### src/rtl/elastic_pipe_buffer.sv
// Elastic DEPTH-stage pipeline register chain with per-stage valid bits,
// valid/ready handshake, per-stage flush and a global stall.
module elastic_pipe_buffer #(
    parameter int WIDTH         = 32,
    parameter int DEPTH         = 2,
    parameter int ZERO_ON_FLUSH = 1
) (
    input  logic             clk,
    input  logic             rst,
    input  logic             in_valid,
    input  logic [WIDTH-1:0] in_data,
    output logic             in_ready,
    output logic             out_valid,
    output logic [WIDTH-1:0] out_data,
    input  logic             out_ready,
    input  logic             stall,
    input  logic [DEPTH-1:0] flush,
    output logic [DEPTH-1:0] stage_valid,
    output logic [3:0]       occupancy
);

    logic [DEPTH:0]   rdy;
    logic [DEPTH-1:0] valid_vec;
    logic [WIDTH-1:0] data_arr [DEPTH];
    logic [3:0]       occ_count;

    // Ready ripples backwards from the output; a stage can load when it is
    // empty or when the stage after it is also moving.
    always_comb begin
        rdy        = '0;
        rdy[DEPTH] = out_ready & ~stall;
        for (int i = DEPTH - 1; i >= 0; i--) begin
            rdy[i] = ~stall & (~valid_vec[i] | rdy[i+1]);
        end
    end

    genvar gi;
    generate
        for (gi = 0; gi < DEPTH; gi++) begin : g_stage
            logic             valid_reg;
            logic [WIDTH-1:0] data_reg;
            logic             src_valid;
            logic [WIDTH-1:0] src_data;

            if (gi == 0) begin : g_src_in
                assign src_valid = in_valid;
                assign src_data  = in_data;
            end else begin : g_src_prev
                assign src_valid = valid_vec[gi-1];
                assign src_data  = data_arr[gi-1];
            end

            // Flush beats both stall and load; the downstream stage still
            // sees this stage's pre-flush contents in the same cycle.
            always_ff @(posedge clk or negedge rst) begin
                if (!rst) begin
                    valid_reg <= 1'b0;
                    data_reg  <= '0;
                end else if (flush[gi]) begin
                    valid_reg <= 1'b0;
                    if (ZERO_ON_FLUSH != 0) begin
                        data_reg <= '0;
                    end
                end else if (rdy[gi]) begin
                    valid_reg <= src_valid;
                    data_reg  <= src_data;
                end
            end

            assign valid_vec[gi] = valid_reg;
            assign data_arr[gi]  = data_reg;
        end
    endgenerate

    always_comb begin
        occ_count = '0;
        for (int i = 0; i < DEPTH; i++) begin
            occ_count = occ_count + 4'(valid_vec[i]);
        end
    end

    assign in_ready    = rdy[0];
    assign out_valid   = valid_vec[DEPTH-1];
    assign out_data    = data_arr[DEPTH-1];
    assign stage_valid = valid_vec;
    assign occupancy   = occ_count;

endmodule

### config.mk
export PLATFORM = sky130hd
export DESIGN_NAME = elastic_pipe_buffer
export DESIGN_NICKNAME = d
export VERILOG_FILES = /design/src/rtl/elastic_pipe_buffer.sv
export SDC_FILE = /design/constraint.sdc
export NUM_CORES = 1
export LEC_CHECK = 0
export ABC_CLOCK_PERIOD_IN_PS = 1200
export BUFFER_PORTS_ARGS = -buffer_cell sky130_fd_sc_hd__buf_2
export CORE_MARGIN = 1
export CORE_UTILIZATION = 47
export DETAILED_ROUTE_END_ITERATION = 10
export PLACE_DENSITY = 0.88
export SYNTH_ARGS = -nofsm -noshare
export SYNTH_HDL_FRONTEND = slang
export SYNTH_SLANG_ARGS = --single-unit
### constraint.sdc
create_clock -name clk -period 1.2 [get_ports clk]
set_input_delay 0.06 -clock clk [delete_from_list [all_inputs] [get_ports clk]]
set_output_delay 0.06 -clock clk [all_outputs]
set_load 0.03 [all_outputs]
==> results.ini <==
[synth]
syn_inst=225
synthMostInstantiatedCell=dfrtp_1
synth.distinct_cells=16
synth-seq-area-share_pct=57.1
syn_avg_cell_area_um2=12.9
yosysWarnings=0
synth_seq_cells=66
synthTopCellsByArea=dfrtp_1 57%, nand2b_1 14%, mux2i_1 11%
synthTopCellsByCount=66 x dfrtp_1, 65 x nand2b_1, 33 x a22o_1, 32 x mux2i_1
synth_area_um2=2890
yosys.area.top_type=dfrtp_1
synthArstFlopShare_pct=100
ys.flop_type=dfrtp_1
synth_edf_count=0
synth_top_area_share_pct=57.1

[drt]
wl_um=6320
drt-wirelength-per-cell_um=15.1
vias=2060
dr.pass1.iters=4
antenna_left=0
drc=0
viasPerCell=4.92
drt_iter0_drc=137

[cells_and_area]
n_antenna_cell=0
drive_gt1_share_pct=33.4
post-route-util_pct=67.7
nFillCells=446
final_nets=379
final_area_um2=4010
finalNonFillerCells=419
syn_to_final_growth_pct=38.6

[global_routing]
grt_max_degree=67
overflow=0
track_usage_pct=20.4
grt_pass1_wl_um=9590
antenna_found_initial=0
grt_pass1_vias=2006

[setup_path]
worst_setup_path_start_kind=flop
endpoint_kind=output port
r2r-start=out_valid
critPathKind=reg -> out
cp.arrival_ps=1310
cp.required_ps=1140
path_cells=nor2b_4, a21oi_4, buf_4
max_stage_delay_ps=400
cp_max_fo=4
worstSetupStartpoint=out_valid
worst_path_max_delay_cell=dfrtp_2

[hold_path]
min_path_type=in -> reg
holdCritStartpoint=in_data[10]

[power]
vdd_drop_max_uv=753
p_per_area_nw_per_um2=1240
p_leak_nw=2.06
power_mw=4.98

[die]
die_h_um=80.5
pin_count=79
die-area_um2=6480
initial_utilization_pct=48.9
fp.coreArea_um2=5920
num_rows=28
dieWidth_um=80.5

[cts]
clk_latency_ps=340
clkTransAtPathRegs_ps=60
cts_tree=done
cts_made_buffers=9
clkSinkCount=66
cts_buffer_depth=2
cts.htree.levels=3
cts_root_buf=clkbuf_8

[sta]
rsz0062_at_grt=yes
fin_skew_ps=7.09
hold_viol_final=0
fmax_mhz=729
tns_ps=-6510
min_period_over_period_pct=114
drv_slew=0
hold_slack_ps=7.93
period_needed_ps=1370
setup_viol=68
setup_slack_ps=-172

[placement]
dp.cells=369
hpwl_um=3830
pre_cts_ws_ps=-124
io_buffers=76
gp_congestion=0.747
place_area_um2=3360

[run]
drv_cap=0

[status]
violations=setup timing
status=finished, violations left

-- cell type report --
class / instances / area (µm²) / area share, %
clock buffer: 14 / 163 / 4.06
clock inverter: 2 / 35.0 / 0.874
multi-input combinational: 139 / 1120 / 27.9
sequential: 66 / 1650 / 41.2
tap: 75 / 93.8 / 2.34
timing repair buffer: 123 / 947 / 23.6
-- path summary, 6_finish.rpt --
kind / end / slack, ps / depth (start not counted)
max: in_ready / -170 / 3
min: g_stage[0].data_reg[10] / 8 / 3
max reg2reg: g_stage[0].data_reg[7] / -160 / 4
min reg2reg: out_data[10] / 490 / 1
max in group asynchronous: out_valid / 640 / 3
min in group asynchronous: out_data[13] / 260 / 3
-- kinds of logic after synthesis --
logic type               after synthesis  share of synthesized area, %
buffers and inverters                 21                          5.19
adder cells (fa/ha/maj)                1                         0.432
flip-flops                            66                          57.1
other                                  1                         0.130
multiplexers                          32                          11.1
AND/OR/NAND/NOR                       67                          14.9
AO/OA/AOI/OAI                         37                          11.2
-- per-layer routing --
layer / vias to the layer above / share of wire [%] / track usage (%)
met5: - / 0 / 0
met4: 0 / 1.8 / 9.64
met3: 14 / 4.7 / 5.68
met2: 64 / 47 / 31.4
met1: 986 / 46 / 26.4
li1: 996 / - / -
-- power breakdown --
part / internal [mW] / total [mW] / switching [mW]
Combinational: 0.358 / 0.729 / 0.370
Clock: 1.07 / 1.86 / 0.786
Sequential: 2.33 / 2.39 / 0.0607
-- timing repair --
action                                  CTS  global route
endpoints found under the setup margin   68            68
cloned                                    1             2
setup buffers                             3             1
hold endpoints to repair                 93             0
hold buffers                             28             0
gates resized for setup                  10             6
-- placed cells by master, fill, tap and decap left out, types with 5 or more instances in the layout --
master         netlist  layout
a22o_1              33      33
buf_12               0       5
buf_4                4      10
mux2i_1             32      31
nand2b_1            65      65
buf_2                3      73
dlygate4sd3_1        0      28
dfrtp_1             66      65
clkbuf_8             0      11
-- worst max-delay path, delay by kind of cell, from the launching register on --
kind	cells	cell delay, ps
compound gates	1	230
flops	1	400
buf+inv	1	210
simple gates	1	150
Power figures use the tool's default switching activity.
